**config.mk**
```make
export PLATFORM = sky130hd
export DESIGN_NAME = uart_fifo_sched_flat
export DESIGN_NICKNAME = d
export VERILOG_FILES = /design/src/rtl/uart_fifo_sched_if.sv /design/src/rtl/uart_fifo_sched.sv /design/src/flat_wrapper.sv
export SDC_FILE = /design/constraint.sdc
export NUM_CORES = 1
export LEC_CHECK = 0
export ABC_AREA = 0
export CORE_MARGIN = 2
export CORE_UTILIZATION = 39
export CTS_CLUSTER_SIZE = 10
export DETAILED_ROUTE_END_ITERATION = 8
export GPL_ROUTABILITY_DRIVEN = 0
export PLACE_DENSITY_LB_ADDON = 0.25
export SLEW_MARGIN = 5
export SYNTH_ARGS = -nofsm -noshare
export SYNTH_HDL_FRONTEND = slang
export SYNTH_SLANG_ARGS = --single-unit
```
**constraint.sdc**
```tcl
create_clock -name clk -period 2.1 [get_ports clk]
set_input_delay 0.315 -clock clk [delete_from_list [all_inputs] [get_ports clk]]
set_output_delay 0.315 -clock clk [all_outputs]
set_load 0.01 [all_outputs]
```
**src/rtl/uart_fifo_sched_if.sv**
```systemverilog
// Bus bundle for uart_fifo_sched.
// Groups the producer handshakes, the FIFO write/read ports and the TX engine
// handshake so the scheduler exposes a single port besides clk/rst.
//   slave  : scheduler view (consumes requests and FIFO flags, drives strobes/TX)
//   master : environment view (producers, FIFO and transmitter)
interface uart_fifo_sched_if #(
  parameter int unsigned WORD = 8,
  parameter int unsigned CNTW = 16
);
  // Producer 0 / 1 write requests
  logic            req0_valid;
  logic [WORD-1:0] req0_data;
  logic            req0_ready;
  logic            req1_valid;
  logic [WORD-1:0] req1_data;
  logic            req1_ready;
  // FIFO ports
  logic            fifo_wr;
  logic [WORD-1:0] fifo_wr_data;
  logic            fifo_full;
  logic            fifo_rd;
  logic [WORD-1:0] fifo_rd_data;
  logic            fifo_empty;
  // Transmitter side
  logic            enable;
  logic            tx_start;
  logic [WORD-1:0] tx_data;
  logic            tx_busy;
  logic [CNTW-1:0] tx_count;

  modport slave (
    input  req0_valid, req0_data, req1_valid, req1_data,
    input  fifo_full, fifo_rd_data, fifo_empty, enable, tx_busy,
    output req0_ready, req1_ready, fifo_wr, fifo_wr_data, fifo_rd,
    output tx_start, tx_data, tx_count
  );

  modport master (
    output req0_valid, req0_data, req1_valid, req1_data,
    output fifo_full, fifo_rd_data, fifo_empty, enable, tx_busy,
    input  req0_ready, req1_ready, fifo_wr, fifo_wr_data, fifo_rd,
    input  tx_start, tx_data, tx_count
  );
endinterface

```
**src/rtl/uart_fifo_sched.sv**
```systemverilog
// UART TX FIFO scheduler.
// Shares the FIFO write port between two producers with round-robin
// arbitration and drains the FIFO into the UART transmitter one word at a time
// using a start/busy handshake.
// Ports:
//   clk : clock, rising edge
//   rst : asynchronous active-low reset
//   bus : uart_fifo_sched_if.slave (producer handshakes, FIFO ports, TX handshake)
module uart_fifo_sched #(
  parameter int unsigned WORD = 8,
  parameter int unsigned CNTW = 16
) (
  input logic              clk,
  input logic              rst,
  uart_fifo_sched_if.slave bus
);

  localparam logic [2:0] StIdle     = 3'd0;
  localparam logic [2:0] StPop      = 3'd1;
  localparam logic [2:0] StLoad     = 3'd2;
  localparam logic [2:0] StWaitBusy = 3'd3;
  localparam logic [2:0] StWaitDone = 3'd4;

  // ---------------------------------------------------------------------------
  // Write arbiter
  // ---------------------------------------------------------------------------
  // last_q = 1 means producer 1 was granted most recently; reset value makes
  // producer 0 win the first tie.
  logic last_q, last_d;
  logic gnt0, gnt1;

  always_comb begin
    gnt0 = ~bus.fifo_full & bus.req0_valid & (~bus.req1_valid | last_q);
    gnt1 = ~bus.fifo_full & bus.req1_valid & (~bus.req0_valid | ~last_q);
  end

  always_comb begin
    last_d = last_q;
    if (gnt0 || gnt1) begin
      last_d = gnt1;
    end
  end

  assign bus.req0_ready   = gnt0;
  assign bus.req1_ready   = gnt1;
  assign bus.fifo_wr      = gnt0 | gnt1;
  assign bus.fifo_wr_data = gnt1 ? bus.req1_data : bus.req0_data;

  always_ff @(posedge clk or negedge rst) begin
    if (!rst) begin
      last_q <= 1'b1;
    end else begin
      last_q <= last_d;
    end
  end

  // ---------------------------------------------------------------------------
  // Drain FSM
  // ---------------------------------------------------------------------------
  logic [2:0]      state_q, state_d;
  logic            tx_start_q, tx_start_d;
  logic [WORD-1:0] tx_data_q, tx_data_d;
  logic [CNTW-1:0] tx_count_q, tx_count_d;

  always_comb begin
    state_d    = state_q;
    tx_data_d  = tx_data_q;
    tx_count_d = tx_count_q;
    // Pulse is exactly the cycle following LOAD.
    tx_start_d = 1'b0;
    case (state_q)
      StIdle: begin
        if (bus.enable && !bus.fifo_empty && !bus.tx_busy) begin
          state_d = StPop;
        end
      end
      StPop: begin
        state_d = StLoad;
      end
      StLoad: begin
        // FIFO read data is valid the cycle after the pop strobe.
        tx_data_d  = bus.fifo_rd_data;
        tx_start_d = 1'b1;
        tx_count_d = tx_count_q + CNTW'(1);
        state_d    = StWaitBusy;
      end
      StWaitBusy: begin
        if (bus.tx_busy) begin
          state_d = StWaitDone;
        end
      end
      StWaitDone: begin
        if (!bus.tx_busy) begin
          state_d = StIdle;
        end
      end
      default: begin
        state_d = StIdle;
      end
    endcase
  end

  always_ff @(posedge clk or negedge rst) begin
    if (!rst) begin
      state_q    <= StIdle;
      tx_start_q <= 1'b0;
      tx_data_q  <= '0;
      tx_count_q <= '0;
    end else begin
      state_q    <= state_d;
      tx_start_q <= tx_start_d;
      tx_data_q  <= tx_data_d;
      tx_count_q <= tx_count_d;
    end
  end

  // Read strobe is a pure decode of the registered state, so it is 0 in reset.
  assign bus.fifo_rd  = (state_q == StPop);
  assign bus.tx_start = tx_start_q;
  assign bus.tx_data  = tx_data_q;
  assign bus.tx_count = tx_count_q;

endmodule
```
**src/flat_wrapper.sv**
```systemverilog
// flat-port wrapper written by rule: the top's interface ports become plain ports
module uart_fifo_sched_flat 
#(
  parameter int unsigned WORD = 8,
  parameter int unsigned CNTW = 16
)
  (clk, rst, bus_req0_valid, bus_req0_data, bus_req1_valid, bus_req1_data, bus_fifo_full, bus_fifo_rd_data, bus_fifo_empty, bus_enable, bus_tx_busy, bus_req0_ready, bus_req1_ready, bus_fifo_wr, bus_fifo_wr_data, bus_fifo_rd, bus_tx_start, bus_tx_data, bus_tx_count);
  uart_fifo_sched_if #(.WORD(WORD), .CNTW(CNTW)) bus_i ();
  input logic clk;
  input logic rst;
  input wire logic [$bits(bus_i.req0_valid)-1:0] bus_req0_valid;
  input wire logic [$bits(bus_i.req0_data)-1:0] bus_req0_data;
  input wire logic [$bits(bus_i.req1_valid)-1:0] bus_req1_valid;
  input wire logic [$bits(bus_i.req1_data)-1:0] bus_req1_data;
  input wire logic [$bits(bus_i.fifo_full)-1:0] bus_fifo_full;
  input wire logic [$bits(bus_i.fifo_rd_data)-1:0] bus_fifo_rd_data;
  input wire logic [$bits(bus_i.fifo_empty)-1:0] bus_fifo_empty;
  input wire logic [$bits(bus_i.enable)-1:0] bus_enable;
  input wire logic [$bits(bus_i.tx_busy)-1:0] bus_tx_busy;
  output wire logic [$bits(bus_i.req0_ready)-1:0] bus_req0_ready;
  output wire logic [$bits(bus_i.req1_ready)-1:0] bus_req1_ready;
  output wire logic [$bits(bus_i.fifo_wr)-1:0] bus_fifo_wr;
  output wire logic [$bits(bus_i.fifo_wr_data)-1:0] bus_fifo_wr_data;
  output wire logic [$bits(bus_i.fifo_rd)-1:0] bus_fifo_rd;
  output wire logic [$bits(bus_i.tx_start)-1:0] bus_tx_start;
  output wire logic [$bits(bus_i.tx_data)-1:0] bus_tx_data;
  output wire logic [$bits(bus_i.tx_count)-1:0] bus_tx_count;
  assign bus_i.req0_valid = bus_req0_valid;
  assign bus_i.req0_data = bus_req0_data;
  assign bus_i.req1_valid = bus_req1_valid;
  assign bus_i.req1_data = bus_req1_data;
  assign bus_i.fifo_full = bus_fifo_full;
  assign bus_i.fifo_rd_data = bus_fifo_rd_data;
  assign bus_i.fifo_empty = bus_fifo_empty;
  assign bus_i.enable = bus_enable;
  assign bus_i.tx_busy = bus_tx_busy;
  assign bus_req0_ready = bus_i.req0_ready;
  assign bus_req1_ready = bus_i.req1_ready;
  assign bus_fifo_wr = bus_i.fifo_wr;
  assign bus_fifo_wr_data = bus_i.fifo_wr_data;
  assign bus_fifo_rd = bus_i.fifo_rd;
  assign bus_tx_start = bus_i.tx_start;
  assign bus_tx_data = bus_i.tx_data;
  assign bus_tx_count = bus_i.tx_count;
  uart_fifo_sched #(.WORD(WORD), .CNTW(CNTW)) u_core (.clk(clk), .rst(rst), .bus(bus_i));
endmodule
```
==> results of run 1 <==
## worst register-to-register path, stage by stage (launching register included)
cell	delay, ps
sky130_fd_sc_hd__dfrtp_1	440
sky130_fd_sc_hd__nand3_1	150
sky130_fd_sc_hd__nor4_1	580
sky130_fd_sc_hd__nand3_1	180
sky130_fd_sc_hd__xnor2_1	160
## layout by cell type (no fill, tap or decap), types with 2 or more instances in the layout
cell type and n:
sky130_fd_sc_hd__clkdlybuf4s50_1 57, sky130_fd_sc_hd__dfrtp_1 27, sky130_fd_sc_hd__mux2_2 17, sky130_fd_sc_hd__xnor2_1 13
sky130_fd_sc_hd__nand2_1 8, sky130_fd_sc_hd__dlygate4sd2_1 7, sky130_fd_sc_hd__nor2_1 6, sky130_fd_sc_hd__nand3_1 6
sky130_fd_sc_hd__clkbuf_4 5, sky130_fd_sc_hd__buf_4 5, sky130_fd_sc_hd__inv_1 4, sky130_fd_sc_hd__and3_1 4
sky130_fd_sc_hd__nand4_1 4, sky130_fd_sc_hd__a21oi_1 2, sky130_fd_sc_hd__xor2_1 2, sky130_fd_sc_hd__o21ai_0 2
sky130_fd_sc_hd__clkinv_2 2, sky130_fd_sc_hd__dlymetal6s2s_1 2, sky130_fd_sc_hd__buf_2 2
## routing by layer
metal	wire [um]	up-vias	share of wire (%)
met5	0	-	0
met4	81	0	2.4
met3	236	10	6.9
met2	1810	44	53
met1	1310	545	38
li1	-	551	-
## synth_stat cells (2+ instances only)
cell and count:
sky130_fd_sc_hd__mux2_2 17, sky130_fd_sc_hd__a21oi_1 2, sky130_fd_sc_hd__dfrtp_1 28, sky130_fd_sc_hd__o21ai_0 2, sky130_fd_sc_hd__nand3_1 6, sky130_fd_sc_hd__inv_1 4, sky130_fd_sc_hd__nand4_1 4, sky130_fd_sc_hd__nand2_1 8
sky130_fd_sc_hd__xor2_1 2, sky130_fd_sc_hd__and3_1 4, sky130_fd_sc_hd__nor2_1 6, sky130_fd_sc_hd__xnor2_1 13, sky130_fd_sc_hd__nand2b_1 2
## stage by stage
stage               power (uW)  setup TNS [ps]  hold WS (ps)
finish                    2190               0           362
global route              2340           -77.4           376
CTS                       2200               0           370
detailed placement        1880           -2690           471
global placement          1840           -2050           463
floorplan                 1360               0          19.4
## repair_timing
item | in CTS | in global routing
cloned | 0 | 1
gates resized for setup | 16 | 6
pin swaps | 0 | 1
endpoints found under the hold margin | 0 | 0
endpoints found under the setup margin | 9 | 5
buffers inserted | 2 | 0
## layout make-up
class / count / area (sq um) / area share [%]
sequential: 29 / 728 / 33.5
timing repair buffer: 73 / 704 / 32.4
multi-input combinational: 79 / 618 / 28.4
tap: 46 / 57.6 / 2.65
clock buffer: 6 / 41.3 / 1.90
inverter: 4 / 15.0 / 0.690
clock inverter: 2 / 10.0 / 0.460
## kinds of logic after synthesis
logic type / share of synthesized area, %
muxes: 14.2
buffers and inverters: 2.32
xor gates and xnor gates: 9.75
adders and majority gates: 0.928
and+or+nand+nor: 16.3
AOI/OAI and AO/OA: 2.51
DFF: 53.9
## registers in the layout, summed over array words and instances, names as in the netlist
| register | cells |
|---|---|
| u_core.bus.tx_start | 1 |
| u_core.state_q | 3 |
| u_core.last_q | 1 |
| u_core.bus.tx_count | 16 |
| u_core.bus.tx_data | 8 |
## final timing paths
kind,startpoint,end,slack [ps],cells after the start
worst max-delay path,u_core.last_q,bus_fifo_wr_data[2],40,3
worst min-delay path,rst,u_core.bus.tx_count[11],360,2
worst max register to register,u_core.bus.tx_count[4],u_core.bus.tx_count[14],460,4
worst min register to register,u_core.bus.tx_count[15],u_core.bus.tx_count[15],480,1
max in group asynchronous,rst,u_core.last_q,1420,2
min in group clk,bus_fifo_full,u_core.last_q,380,3
## power groups by stage
| stage | registers [uW] | clock network, uW | logic, uW |
|---|---|---|---|
| detailed placement | 928 | 0 | 949 |
| global route | 963 | 363 | 1020 |
| finish | 929 | 318 | 941 |
| global placement | 914 | 0 | 923 |
| CTS | 923 | 328 | 954 |
| floorplan | 968 | 0 | 391 |
==> run summary, run 1 <==
Outcome
• outcome: finished, final reports clean

Timing
• fmax: 0.485 GHz
• post-layout worst setup margin: 39.2 ps
• Setup violations, final: 0
• slew at the pin with the worst max-slew slack: 615 ps
• crit path time final: 2060 ps
• Slew Limit Headroom: 58.6%
• period utilization: 98.1%
• max-slew violations: 0
• Max Clock Skew: 11.0 ps
• number of endpoints with negative hold slack in the final report: 0

Clocking
• root cell of the clock tree: sky130_fd_sc_hd__clkbuf_4
• number of levels the H-tree was split into: 2
• Inserted Clock Buffers: 5
• clk_lat worst skew: 330 ps
• clock tree from TritonCTS: yes
• clock slew seen by the registers of the worst setup and hold paths: 90 ps
• TritonCTS sink count: 29
• number of buffers between clock root and the deepest sink: 2
• hold buffers post-CTS: 0

Route
• number of DRC violations after detailed routing: 0
• drt total wl: 3440 um
• post-detailed-route via-to-cell ratio: 4.81
• average wire per standard cell: 14.4 um
• detailed router's first-iteration violation count: 49
• number of routed nets with antenna violations: 0
• DR vias: 1150
• iteration count of the initial detailed-routing pass: 4

Yosys
• prevailing post-synth register cell: sky130_fd_sc_hd__dfrtp_1
• number of instances in the synthesized netlist: 114
• number of enable flip-flop cells after synthesis: 0
• Avg Cell Area, Syn: 11.8 sq um
• share of async-settable or async-resettable flops after synthesis: 100%
• YS warnings: 0
• number of nets produced by synthesis: 147
• sequential-to-total area share from yosys stat: 53.9%
• biggest area consumer among synthesized cells: sky130_fd_sc_hd__dfrtp_1
• number of flip-flops and latches in the synthesized netlist: 29
• mapped cell area: 1350 sq um
• Cell variety after synth: 29
• area share of the largest cell type after synthesis: 52.0%
• cells taking the most area after synthesis: sky130_fd_sc_hd__dfrtp_1, sky130_fd_sc_hd__mux2_2, sky130_fd_sc_hd__xnor2_1

Critical path
• delay of the slowest critical-path stage: 590 ps
• Slowest cell on crit path: sky130_fd_sc_hd__dfstp_2
• Critical Path Fanout Max: 5
• CP Cell Sequence: a21o_2, mux2_2, dlygate4sd2_1
• endpoint class of the critical path: output pin
• worst path buffer plus inverter count: 1
• kind of start point of the critical path: register
• critical path class: reg -> out
• family with the most delay on the worst path: flip-flops
• worst endpoint required time: 1780 ps
• WP data arrival: 1750 ps

Global routing
• remaining global-route overflow: 0
• number of global-route vias before repair: 1267
• maximum number of pins on one net before global-route repair: 30
• most used routing layer in global routing: met2
• first-pass GRT wire length: 5700 um
• met1 Resource Use GR: 20.1%
• met2 layer usage reported by global route: 33.2%
• initial antenna violation count: 0
• GR met3 Demand/Resource: 7.39%
• global-route usage over all layers: 18.8%

Power
• net switching power figure: 732 uW
• Net Sw Frac: 33.5%
• portion of total power attributed to sequential cells: 42.4%
• maximum vdd drop: 0.722 mV
• power share of the combinational group: 43.0%
• portion of total power attributed to the clock network: 14.5%
• cell leakage power: 0.000942 uW
• internal power component: 1460 uW
• power density cells: 1010 nW/um^2

Final layout
• Antenna diodes: 0
• Post-Layout Inst Area: 2170 sq um
• synthesis-to-finish area growth: 61.4%
• final cell utilization of the core: 65.2%
• layout cell share with drive strength beyond 1: 20.7%
• fill cell count: 280
• Nets: 225
• non-filler instance count after layout: 239

Die
• number of ports placed on the die boundary: 69
• Placement Rows: 21
• Core Region: 3340 sq um
• horizontal die dimension: 62.8 um
• effective utilization at floorplan: 40.4%
• Die Ht: 62.8 um
• overall die area: 3940 sq um

Placed design
• HPWL reported at the end of detailed placement: 2580 um
• Placement Cell Area: 2090 sq um
• Setup WS pre-CTS: -353 ps
• total placed cells including tap cells: 228
• Port Buf Inserts: 68

Hold path
• worst hold path class: in -> async

Flow run
• number of max-cap violations: 0

(Power assumes the default switching activity.)
==> inputs of run 2 (changes only) <==
- CORE_ASPECT_RATIO: not set -> 0.9
==> run 2 against run 1 <==
  * Non-clock buffer count is 2 lower
  * Cell count down 2.1%
  * Clock skew fell by 3.3 ps
  * First-iteration DRC count decreased by 45%
  * Worst setup slack improved by 0.62 ps
  * Clock-buffer cell count increased by 1
  * Via count is 4.0% lower
  * Cell area up 1.3%
  * Sequential power down 0.8%
  * Critical path depth increased by 2
  * Sequential share of layout area is 0.49 points lower
  * Largest cell class unchanged
==> run summary, run 2 (synthesis gave the netlist of run 1 again) <==
Critical path
• cell with the most instances on the worst path: sky130_fd_sc_hd__clkdlybuf4s50_1
• Critical Path Fanout Max: 9, +4
• Critical R2R Launch: u_core.state_q[1]
• Critical Path Sink: bus_req1_ready
• kind of start point of the critical path: primary input
• setup slack on the worst flop-to-flop path: 500 ps, +40 ps
• Slowest cell on crit path: sky130_fd_sc_hd__clkdlybuf4s50_1
• Worst path depth: 5, +2
• FF-to-FF path depth: 4, unchanged
• endpoint class of the critical path: output pin
• CP Cell Sequence: clkdlybuf4s50_1, nand2b_1, a21o_4, inv_1, clkdlybuf4s50_1
• worst endpoint required time: 1780 ps, about the same
• delay of the slowest critical-path stage: 540 ps, -50 ps
• worst path buffer plus inverter count: 3, +2
• Crit. Startpoint: bus_fifo_full
• WP data arrival: 1750 ps, about the same
• destination of the worst register-to-register timing path: u_core.bus.tx_count[15]
• critical path class: in -> out
• family with the most delay on the worst path: buffers and inverters

Global routing
• initial antenna violation count: 0, unchanged
• number of global-route vias before repair: 1134, -10%
• remaining global-route overflow: 0, unchanged
• maximum number of pins on one net before global-route repair: 30, unchanged
• global-route usage over all layers: 16.7%, -2.1 points
• first-pass GRT wire length: 4970 um, -13%

Timing
• setup_tns: 0 ps, unchanged
• fmax: 0.485 GHz, about the same
• Max Clock Skew: 7.62 ps, -3.34 ps
• Slew Limit Headroom: 63.8%, +5.1 points
• post-layout worst setup margin: 39.8 ps, +0.616 ps
• RSZ-0062 raised after global routing: no
• period utilization: 98.1%, about the same
• slew at the pin with the worst max-slew slack: 539 ps, -76.4 ps
• Setup violations, final: 0, unchanged
• number of endpoints with negative hold slack in the final report: 0, unchanged
• max-slew violations: 0, unchanged
• crit path time final: 2060 ps, -0.616 ps

Power
• power share of the combinational group: 38.0%, -5.0 points
• total power consumption of the routed design: 2420 uW, +11%
• maximum vdd drop: 0.980 mV, +36%
• portion of total power attributed to sequential cells: 38.1%, -4.3 points
• cell leakage power: 0.000926 uW, -1.8%
• power density cells: 1100 nW/um^2, +9.2%
• portion of total power attributed to the clock network: 23.9%, +9.4 points
• Net Sw Frac: 29.5%, -4.0 points
• net switching power figure: 713 uW, -2.6%
• internal power component: 1710 uW, +17%

Clocking
• number of levels the H-tree was split into: 2, unchanged
• number of buffers between clock root and the deepest sink: 2, unchanged
• clk_lat worst skew: 270 ps, -60 ps
• Setup Fix Bufs, Post-CTS: 0, -2
• clock slew seen by the registers of the worst setup and hold paths: 60 ps, -30 ps
• root cell of the clock tree: sky130_fd_sc_hd__clkbuf_8
• number of resized instances in the post-cts repair step: 10, -6
• TritonCTS sink count: 29, unchanged
• Inserted Clock Buffers: 5, unchanged
• hold buffers post-CTS: 0, unchanged
• clock tree from TritonCTS: yes

Route
• detailed router's first-iteration violation count: 27, -45%
• number of DRC violations after detailed routing: 0, unchanged
• drt total wl: 3080 um, -10%
• post-detailed-route via-to-cell ratio: 4.72, -1.9%
• average wire per standard cell: 13.2 um, -8.4%
• number of routed nets with antenna violations: 0, unchanged
• iteration count of the initial detailed-routing pass: 4, unchanged
• DR vias: 1104, -4.0%

Final layout
• flip-flop count of the largest register, all copies and words added: 16, unchanged
• synthesis-to-finish area growth: 63.5%
• Antenna diodes: 0, unchanged
• final cell utilization of the core: 65.7%, +0.54 points
• Nets: 222, -1.3%
• most frequent cells in the layout: sky130_fd_sc_hd__clkdlybuf4s50_1, sky130_fd_sc_hd__dfrtp_1, sky130_fd_sc_hd__mux2_2
• layout cell share with drive strength beyond 1: 16.8%, -3.9 points
• most common cell after layout, fill and taps aside: sky130_fd_sc_hd__clkdlybuf4s50_1

Die
• horizontal die dimension: 66.0 um, +5.1%
• Placement Rows: 20, -4.8%
• effective utilization at floorplan: 40.2%, -0.20 points
• Core Region: 3350 sq um, +0.49%
• number of ports placed on the die boundary: 69, unchanged
• overall die area: 3940 sq um, about the same
• Die Ht: 59.8 um, -4.8%

Outcome
• outcome: finished, final reports clean

Placed design
• HPWL reported at the end of detailed placement: 2410 um, -6.7%
• Port Buf Inserts: 68, unchanged
• Setup WS pre-CTS: -303 ps, +49.2 ps

Hold path
• worst hold path class: in -> async

Flow run
• number of max-cap violations: 0, unchanged

[run 2: changes by cell type in the layout (fill, tap and decap cells not counted), moves of 2 or more]
| cell | previous run | this run |
|---|---|---|
| sky130_fd_sc_hd__clkinv_2 | 2 | 0 |
| sky130_fd_sc_hd__buf_4 | 5 | 3 |
| sky130_fd_sc_hd__clkbuf_4 | 5 | 0 |
| sky130_fd_sc_hd__buf_2 | 2 | 0 |
| sky130_fd_sc_hd__dlymetal6s2s_1 | 2 | 0 |
| sky130_fd_sc_hd__clkbuf_8 | 0 | 6 |
| sky130_fd_sc_hd__clkdlybuf4s50_1 | 57 | 60 |
[run 2: power by group through the flow]
stage	sequential, uW	clock [uW]	combinational [uW]
after floorplan	968	0	391
after CTS	925	599	936
after detailed placement	932	0	939
after global routing	955	622	1000
after global placement	912	0	924
final	922	579	920
[run 2: final cells by class]
cell class,instances,area (sq um)
clock inverters,1,30.0
repair buffers,71,693
well taps,44,55.1
flip-flops and latches,29,727
multi-input cells,78,597
clock buffers,7,86.3
inverters,4,15.0
fillers,275,1150
[run 2: metrics by stage]
step / hold WS [ps] / instances / area [sq um]
after global routing: 454 / 234 / 2200
after detailed placement: 479 / 226 / 2090
after global placement: 470 / 226 / 2090
after CTS: 430 / 234 / 2200
after floorplan: 19.4 / 114 / 1350
final: 415 / 234 / 2200
[run 2: worst min path at each step]
| stage | from | endpoint | depth (start not counted) | slack, ps |
|---|---|---|---|---|
| after floorplan | rst | u_core.bus.tx_count[0] | 0 | 20 |
| after global placement | u_core.bus.tx_count[15] | u_core.bus.tx_count[15] | 1 | 470 |
| after detailed placement | u_core.bus.tx_count[15] | u_core.bus.tx_count[15] | 1 | 480 |
| after CTS | rst | u_core.bus.tx_count[12] | 2 | 430 |
| after global routing | rst | u_core.bus.tx_count[6] | 2 | 450 |
| final | rst | u_core.bus.tx_count[12] | 2 | 420 |
[run 2: per-layer routing]
layer  up-vias  wire [um]  global-route usage (%)
met5         -          0                       0
met1       529       1270                    19.4
met4         0          0                    3.50
met2        37       1560                    28.4
met3         0        256                    7.91
li1        538          -                       -
